File: src/rtl/correlator_source_pkg.sv
// Shared configuration for the correlator sample source.
// Holds the antenna width, time-multiplexing rate, phase-counter width,
// samples-per-bank counter width, bank counter width and default block size.
package correlator_source_pkg;

  localparam int unsigned CS_IBITS     = 24;
  localparam int unsigned CS_TRATE     = 12;
  localparam int unsigned CS_TBITS     = 4;
  localparam int unsigned CS_CBITS     = 24;
  localparam int unsigned CS_BANK_BITS = 8;
  localparam int unsigned CS_BLKSIZE   = 1023;

endpackage

File: src/rtl/correlator_source_if.sv
// Antenna-in / correlator-out bundle of the correlator sample source.
// master: the source itself (takes enable/blksize/strobe/antenna bits,
//         drives en/re/im/sw/bank_o/overflow_o).
// slave:  the environment on the other side.
interface correlator_source_if
  import correlator_source_pkg::*;
#(
  parameter int unsigned IBITS = CS_IBITS,
  parameter int unsigned CBITS = CS_CBITS
);

  logic                    enable_i;
  logic [CBITS-1:0]        blksize_i;
  logic                    strobe_i;
  logic [IBITS-1:0]        ant_re_i;
  logic [IBITS-1:0]        ant_im_i;
  logic                    en;
  logic [IBITS-1:0]        re;
  logic [IBITS-1:0]        im;
  logic                    sw;
  logic [CS_BANK_BITS-1:0] bank_o;
  logic                    overflow_o;

  modport master (
    input  enable_i, blksize_i, strobe_i, ant_re_i, ant_im_i,
    output en, re, im, sw, bank_o, overflow_o
  );

  modport slave (
    output enable_i, blksize_i, strobe_i, ant_re_i, ant_im_i,
    input  en, re, im, sw, bank_o, overflow_o
  );

endinterface

File: src/rtl/correlator_source_hold.sv
// One-entry hold register for antenna samples that arrive while the
// current sample is still being presented, with sticky overflow.
// Ports: clk, rst_n (async active-low); flush empties the entry;
//        clear_ovf clears the sticky flag; push offers din; pop takes dout;
//        full/dout give the entry; overflow is set when a push is dropped.
module correlator_source_hold #(
  parameter int unsigned W = 48
) (
  input  logic         clk,
  input  logic         rst_n,
  input  logic         flush,
  input  logic         clear_ovf,
  input  logic         push,
  input  logic         pop,
  input  logic [W-1:0] din,
  output logic         full,
  output logic [W-1:0] dout,
  output logic         overflow
);

  // A push with a simultaneous pop refills the entry instead of overflowing.
  always_ff @(posedge clk or negedge rst_n) begin
    if (!rst_n) begin
      full     <= 1'b0;
      dout     <= '0;
      overflow <= 1'b0;
    end else begin
      if (clear_ovf) begin
        overflow <= 1'b0;
      end else if (push && full && !pop) begin
        overflow <= 1'b1;
      end

      if (flush) begin
        full <= 1'b0;
      end else if (pop) begin
        full <= push;
        if (push) begin
          dout <= din;
        end
      end else if (push && !full) begin
        full <= 1'b1;
        dout <= din;
      end
    end
  end

endmodule

File: src/rtl/correlator_source.sv
// Correlator sample source: holds each antenna sample on re/im for TRATE
// clocks, queues one extra sample, counts samples into banks and pulses sw
// during the last cycle of the bank's final sample.
// Ports: clk_x, rst_n (async active-low); bus (master) carries
//        enable_i, blksize_i, strobe_i, ant_re_i/ant_im_i in and
//        en, re, im, sw, bank_o, overflow_o out.
module correlator_source
  import correlator_source_pkg::*;
#(
  parameter int unsigned IBITS = CS_IBITS,
  parameter int unsigned TRATE = CS_TRATE,
  parameter int unsigned TBITS = CS_TBITS,
  parameter int unsigned CBITS = CS_CBITS
) (
  input  logic               clk_x,
  input  logic               rst_n,
  correlator_source_if.master bus
);

  localparam int unsigned    BBITS      = CS_BANK_BITS;
  localparam int unsigned    HBITS      = 2 * IBITS;
  localparam logic [TBITS-1:0] LAST_PHASE = TBITS'(TRATE - 1);

  typedef enum logic {IDLE, RUN} state_t;

  state_t             state, state_nx;
  logic [TBITS-1:0]   phase, phase_nx;
  logic [CBITS-1:0]   cnt, cnt_nx;
  logic [CBITS-1:0]   blk, blk_nx;
  logic [BBITS-1:0]   bank, bank_nx;
  logic [IBITS-1:0]   re_q, re_nx;
  logic [IBITS-1:0]   im_q, im_nx;
  logic               en_q, en_nx;
  logic               sw_q, sw_nx;
  logic               enable_d;

  logic               accept;
  logic               rise;
  logic               flush;
  logic               load_slot;
  logic               h_push, h_pop, h_full, ovf;
  logic [HBITS-1:0]   h_data;

  assign accept = bus.enable_i & bus.strobe_i;
  assign rise   = bus.enable_i & ~enable_d;
  assign flush  = ~bus.enable_i;

  correlator_source_hold #(.W(HBITS)) u_hold (
    .clk       (clk_x),
    .rst_n     (rst_n),
    .flush     (flush),
    .clear_ovf (rise),
    .push      (h_push),
    .pop       (h_pop),
    .din       ({bus.ant_re_i, bus.ant_im_i}),
    .full      (h_full),
    .dout      (h_data),
    .overflow  (ovf)
  );

  // Next state, sample selection, bank counting and sw look-ahead.
  always_comb begin
    state_nx  = state;
    phase_nx  = phase;
    cnt_nx    = cnt;
    blk_nx    = blk;
    bank_nx   = bank;
    re_nx     = re_q;
    im_nx     = im_q;
    h_push    = 1'b0;
    h_pop     = 1'b0;
    load_slot = 1'b0;

    if (!bus.enable_i) begin
      // Drop the partial sample and restart the bank count; bank is kept.
      state_nx = IDLE;
      phase_nx = '0;
      cnt_nx   = '0;
    end else begin
      unique case (state)
        IDLE: load_slot = 1'b1;
        RUN: begin
          if (phase == LAST_PHASE) begin
            load_slot = 1'b1;
            if (cnt == blk) begin
              cnt_nx  = '0;
              bank_nx = bank + BBITS'(1);
              blk_nx  = bus.blksize_i;
            end else begin
              cnt_nx = cnt + CBITS'(1);
            end
          end else begin
            phase_nx = phase + TBITS'(1);
            h_push   = accept;
          end
        end
        default: state_nx = IDLE;
      endcase

      // Held sample has priority; a concurrent strobe takes its place.
      if (load_slot) begin
        phase_nx = '0;
        if (h_full) begin
          h_pop          = 1'b1;
          h_push         = accept;
          {re_nx, im_nx} = h_data;
          state_nx       = RUN;
        end else if (accept) begin
          re_nx    = bus.ant_re_i;
          im_nx    = bus.ant_im_i;
          state_nx = RUN;
        end else begin
          state_nx = IDLE;
        end
        if (state == IDLE && state_nx == RUN && cnt == '0) begin
          blk_nx = bus.blksize_i;
        end
      end
    end

    en_nx = (state_nx == RUN);
    // sw is registered, so it is raised on entry to the final phase.
    sw_nx = en_nx && (phase_nx == LAST_PHASE) && (cnt_nx == blk_nx);
  end

  // State and output registers.
  always_ff @(posedge clk_x or negedge rst_n) begin
    if (!rst_n) begin
      state    <= IDLE;
      phase    <= '0;
      cnt      <= '0;
      blk      <= CBITS'(CS_BLKSIZE);
      bank     <= '0;
      re_q     <= '0;
      im_q     <= '0;
      en_q     <= 1'b0;
      sw_q     <= 1'b0;
      enable_d <= 1'b0;
    end else begin
      state    <= state_nx;
      phase    <= phase_nx;
      cnt      <= cnt_nx;
      blk      <= blk_nx;
      bank     <= bank_nx;
      re_q     <= re_nx;
      im_q     <= im_nx;
      en_q     <= en_nx;
      sw_q     <= sw_nx;
      enable_d <= bus.enable_i;
    end
  end

  assign bus.en         = en_q;
  assign bus.re         = re_q;
  assign bus.im         = im_q;
  assign bus.sw         = sw_q;
  assign bus.bank_o     = bank;
  assign bus.overflow_o = ovf;

endmodule
File: src/flat_wrapper.sv
// flat-port wrapper written by rule: the top's interface ports become plain ports
module correlator_source_flat import correlator_source_pkg::*;
#(
  parameter int unsigned IBITS = CS_IBITS,
  parameter int unsigned TRATE = CS_TRATE,
  parameter int unsigned TBITS = CS_TBITS,
  parameter int unsigned CBITS = CS_CBITS
)
  (clk_x, rst_n, bus_enable_i, bus_blksize_i, bus_strobe_i, bus_ant_re_i, bus_ant_im_i, bus_en, bus_re, bus_im, bus_sw, bus_bank_o, bus_overflow_o);
  correlator_source_if #(.IBITS(IBITS), .CBITS(CBITS)) bus_i ();
  input  logic clk_x;
  input  logic rst_n;
  input wire logic [$bits(bus_i.enable_i)-1:0] bus_enable_i;
  input wire logic [$bits(bus_i.blksize_i)-1:0] bus_blksize_i;
  input wire logic [$bits(bus_i.strobe_i)-1:0] bus_strobe_i;
  input wire logic [$bits(bus_i.ant_re_i)-1:0] bus_ant_re_i;
  input wire logic [$bits(bus_i.ant_im_i)-1:0] bus_ant_im_i;
  output wire logic [$bits(bus_i.en)-1:0] bus_en;
  output wire logic [$bits(bus_i.re)-1:0] bus_re;
  output wire logic [$bits(bus_i.im)-1:0] bus_im;
  output wire logic [$bits(bus_i.sw)-1:0] bus_sw;
  output wire logic [$bits(bus_i.bank_o)-1:0] bus_bank_o;
  output wire logic [$bits(bus_i.overflow_o)-1:0] bus_overflow_o;
  assign bus_i.enable_i = bus_enable_i;
  assign bus_i.blksize_i = bus_blksize_i;
  assign bus_i.strobe_i = bus_strobe_i;
  assign bus_i.ant_re_i = bus_ant_re_i;
  assign bus_i.ant_im_i = bus_ant_im_i;
  assign bus_en = bus_i.en;
  assign bus_re = bus_i.re;
  assign bus_im = bus_i.im;
  assign bus_sw = bus_i.sw;
  assign bus_bank_o = bus_i.bank_o;
  assign bus_overflow_o = bus_i.overflow_o;
  correlator_source #(.IBITS(IBITS), .TRATE(TRATE), .TBITS(TBITS), .CBITS(CBITS)) u_core (.clk_x(clk_x), .rst_n(rst_n), .bus(bus_i));
endmodule
File: config.mk
export PLATFORM = sky130hd
export DESIGN_NAME = correlator_source_flat
export DESIGN_NICKNAME = d
export VERILOG_FILES = /design/src/rtl/correlator_source_pkg.sv /design/src/rtl/correlator_source_if.sv /design/src/rtl/correlator_source_hold.sv /design/src/rtl/correlator_source.sv /design/src/flat_wrapper.sv
export SDC_FILE = /design/constraint.sdc
export NUM_CORES = 1
export LEC_CHECK = 0
export ABC_AREA = 1
export BUFFER_PORTS_ARGS = -buffer_cell sky130_fd_sc_hd__buf_2
export CAP_MARGIN = 40
export CORE_ASPECT_RATIO = 1.2
export CORE_MARGIN = 2
export CORE_UTILIZATION = 33
export DETAILED_ROUTE_END_ITERATION = 8
export PLACE_DENSITY = 0.53
export SLEW_MARGIN = 20
export SYNTH_ARGS = -nofsm -noshare
export SYNTH_HDL_FRONTEND = slang
export SYNTH_SLANG_ARGS = --single-unit
File: constraint.sdc
create_clock -name clk_x -period 2.6 [get_ports clk_x]
set_input_delay 0.26 -clock clk_x [delete_from_list [all_inputs] [get_ports clk_x]]
set_output_delay 0.26 -clock clk_x [all_outputs]
set_load 0.02 [all_outputs]
==> results.sh <==
export IMPL_post_route_period_util_pct=92.9
export IMPL_ys_types=43
export IMPL_track_usage_pct=18.7
export IMPL_diodes=0
export IMPL_cts_max_path_buffers=2
export IMPL_synth_seq_area_share_pct=47.2
export IMPL_io_buffers=134
export IMPL_area_growth_pct=23.9
export IMPL_cts_max_level=4
export IMPL_fp_dieW_um=151
export IMPL_crit_fanout=12
export IMPL_setup_slack_ns=0.185
export IMPL_hp_class="input port to flip-flop"
export IMPL_slew_headroom_pct=60.5
export IMPL_worstMarginPinSlew_ns=0.592
export IMPL_yosysTopAreaCell="dfrtp_1"
export IMPL_fin_crit_ns=2.41
export IMPL_postSynthRegisterBits=161
export IMPL_fin_skew_ns=0.0158
export IMPL_p_leak_nw=5.31
export IMPL_arrival_ns=2.79
export IMPL_dpl_hpwl_mm=17.9
export IMPL_final_nets=1288
export IMPL_crit_type="flip-flop to flip-flop"
export IMPL_avgSynthCellArea_sq_um=8.20
export IMPL_hold_violations=0
export IMPL_slew_violations=0
export IMPL_multi_input_area_sq_mm=0.00400
export IMPL_power_density_mw_per_mm2=816
export IMPL_fin_util_pct=41.6
export IMPL_dp_slack_ns=-0.0282
export IMPL_synth_warnings=0
export IMPL_worstPathRequired_ns=2.97
export IMPL_grt_overflow=0
export IMPL_grt_pass1_wl_mm=39.4
export IMPL_clock_latency_ns=0.44
export IMPL_cts_num_sinks=161
export IMPL_cts_tree="built"
export IMPL_drive_above_1_share_pct=27.5
export IMPL_synth_area_leaders="dfrtp_1 (44%), nand2_1 (14%), mux2_2 (6.5%), nor2_1 (4.8%), inv_1 (4.4%)"
export IMPL_first_global_vias=7331
export IMPL_synthTopCellsByCount="nand2_1 (315), dfrtp_1 (151), nor2_1 (110)"
export IMPL_hold_slack_ns=0.0687
export IMPL_synth_cells=1043
export IMPL_setup_viol=0
export IMPL_vdd_drop_max_v=0.000462
export IMPL_numCtsBuffers=17
export IMPL_detail_route_first_pass_iterations=5
export IMPL_fillers=2616
export IMPL_grt_start_max_net_pins=97
export IMPL_viasPerCell=4.76
export IMPL_postSynth_asyncResetShare_pct=100
export IMPL_synth_most_common_cell="nand2_1"
export IMPL_start_util_pct=33.6
export IMPL_stdcell_count=1551
export IMPL_core_sq_mm=0.0255
export IMPL_end_kind="flip-flop"
export IMPL_avgRoutedWirePerCell_um=15.9
export IMPL_synth_edf_count=0
export IMPL_vias=7381
export IMPL_root_buffer="clkbuf_16"
export IMPL_setup_tns_ns=0
export IMPL_synth_ff_type="dfrtp_1"
export IMPL_rows=64
export IMPL_die_height_um=180
export IMPL_die_area_sq_mm=0.0272
export IMPL_gp_congestion=0.912
export IMPL_drt_iter0_markers=447
export IMPL_synth_area_sq_mm=0.00855
export IMPL_yosys_area_top_type_share_pct=44.2
export IMPL_path_clk_slew_ns=0.08
export IMPL_antenna_left=0
export IMPL_synth_fp_nets=1123
export IMPL_ff2ff_path_depth=18
export IMPL_max_cap_violations=0
export IMPL_hold_depth=2
export IMPL_ioPinCount=135
export IMPL_routed_wl_mm=24.6
export IMPL_placed_cells=1511
export IMPL_max_clock_freq_ghz=0.414
export IMPL_drc_errors=0
export IMPL_antenna_found_initial=0
export IMPL_start_kind="flip-flop"
export IMPL_regArea_sq_mm=0.00405
export IMPL_outcome="finished clean"
-- placed cells by master (no fill, tap or decap), types with 12 or more instances in the layout --
| cell type | netlist | routed |
|---|---|---|
| dfrtp_1 | 151 | 147 |
| xnor2_1 | 15 | 12 |
| nand2_1 | 315 | 313 |
| nand3_1 | 71 | 69 |
| a31oi_1 | 48 | 48 |
| buf_2 | 7 | 133 |
| nor2_1 | 110 | 104 |
| inv_1 | 100 | 98 |
| mux2_2 | 49 | 49 |
| clkbuf_16 | 0 | 17 |
| nand3b_1 | 12 | 12 |
| xor2_1 | 19 | 19 |
| nor3_1 | 13 | 12 |
| buf_4 | 1 | 47 |
| a21oi_1 | 18 | 18 |
-- flip-flops by register name (all words and copies together), names as in the netlist --
register                cells
u_core.bus.im              24
u_core.u_hold.full          1
u_core.bus.sw               1
u_core.enable_d             1
u_core.phase                4
u_core.cnt                 24
u_core.blk                 24
u_core.state                1
u_core.u_hold.overflow      1
u_core.bus.bank_o           8
u_core.bus.re              24
u_core.u_hold.dout         48
-- worst max-delay path: stages (launching register included) --
cell	delay (ns)
dfstp_2	0.56
xnor2_2	0.13
nand2_2	0.09
nor2_4	0.14
nand2_2	0.10
nor2_8	0.18
buf_12	0.12
nand3_4	0.14
nand2_1	0.11
nand2_1	0.05
nand2_1	0.12
inv_1	0.08
nand2_1	0.07
nand2_1	0.06
nor2_2	0.10
nand2_1	0.06
nor2_1	0.09
nand2_1	0.07
nor2_1	0.08
-- area by class of cell --
| cell class | instances | share of cell area [%] |
|---|---|---|
| multi-input combinational | 733 | 37.7 |
| clock buffer | 20 | 4.40 |
| timing repair buffer | 190 | 11.1 |
| inverter | 105 | 3.74 |
| tap | 330 | 3.89 |
| sequential | 161 | 38.2 |
| clock inverter | 12 | 0.921 |
-- kinds of logic after synthesis --
kind of cell / synth area share [%]
compound gates: 5.62
xor+xnor: 3.48
buf+inv: 7.66
flops: 47.2
fa+ha+maj: 0.585
simple gates: 29.0
mux: 6.45
-- final timing paths --
check	end	start	slack [ns]
hold / removal	u_core.u_hold.dout[13]	bus_ant_im_i[13]	0.07
min in group asynchronous	u_core.bus.bank_o[5]	rst_n	0.37
hold reg to reg	u_core.bus.bank_o[7]	u_core.bus.bank_o[7]	0.47
setup / recovery	u_core.bus.sw	u_core.blk[7]	0.19
max in group asynchronous	u_core.u_hold.dout[45]	rst_n	1.45
setup reg to reg	u_core.bus.sw	u_core.blk[7]	0.19
-- per-layer routing --
| layer | share of wire [%] | up-vias | wire, um | track usage, % |
|---|---|---|---|---|
| met5 | 0 | - | 0 | 0 |
| met4 | 2.6 | 0 | 647 | 6.54 |
| met3 | 6.0 | 33 | 1480 | 5.42 |
| met2 | 49 | 203 | 12000 | 30.9 |
| met1 | 43 | 3470 | 10500 | 23.1 |
| li1 | - | 3675 | - | - |
-- power by group --
group,switching (mW),internal (mW)
sequential,0.393,3.22
combinational,1.53,1.07
clock,1.12,1.32
-- per-stage QoR --
stage	power (mW)	cell area, sq um
after floorplan	5.29	8550
after global placement	6.16	9820
after detailed placement	6.19	9820
after CTS	8.68	10400
after global routing	9.22	10600
final	8.65	10600
-- timing repair --
item | CTS | global route
hold endpoints to repair | 47 | 0
hold buffers | 2 | 0
pin swaps | 0 | 4
buffers inserted | 0 | 6
gates resized for setup | 3 | 31
setup endpoints to repair | 1 | 1
Note: power is estimated with default switching activity, not from simulation.
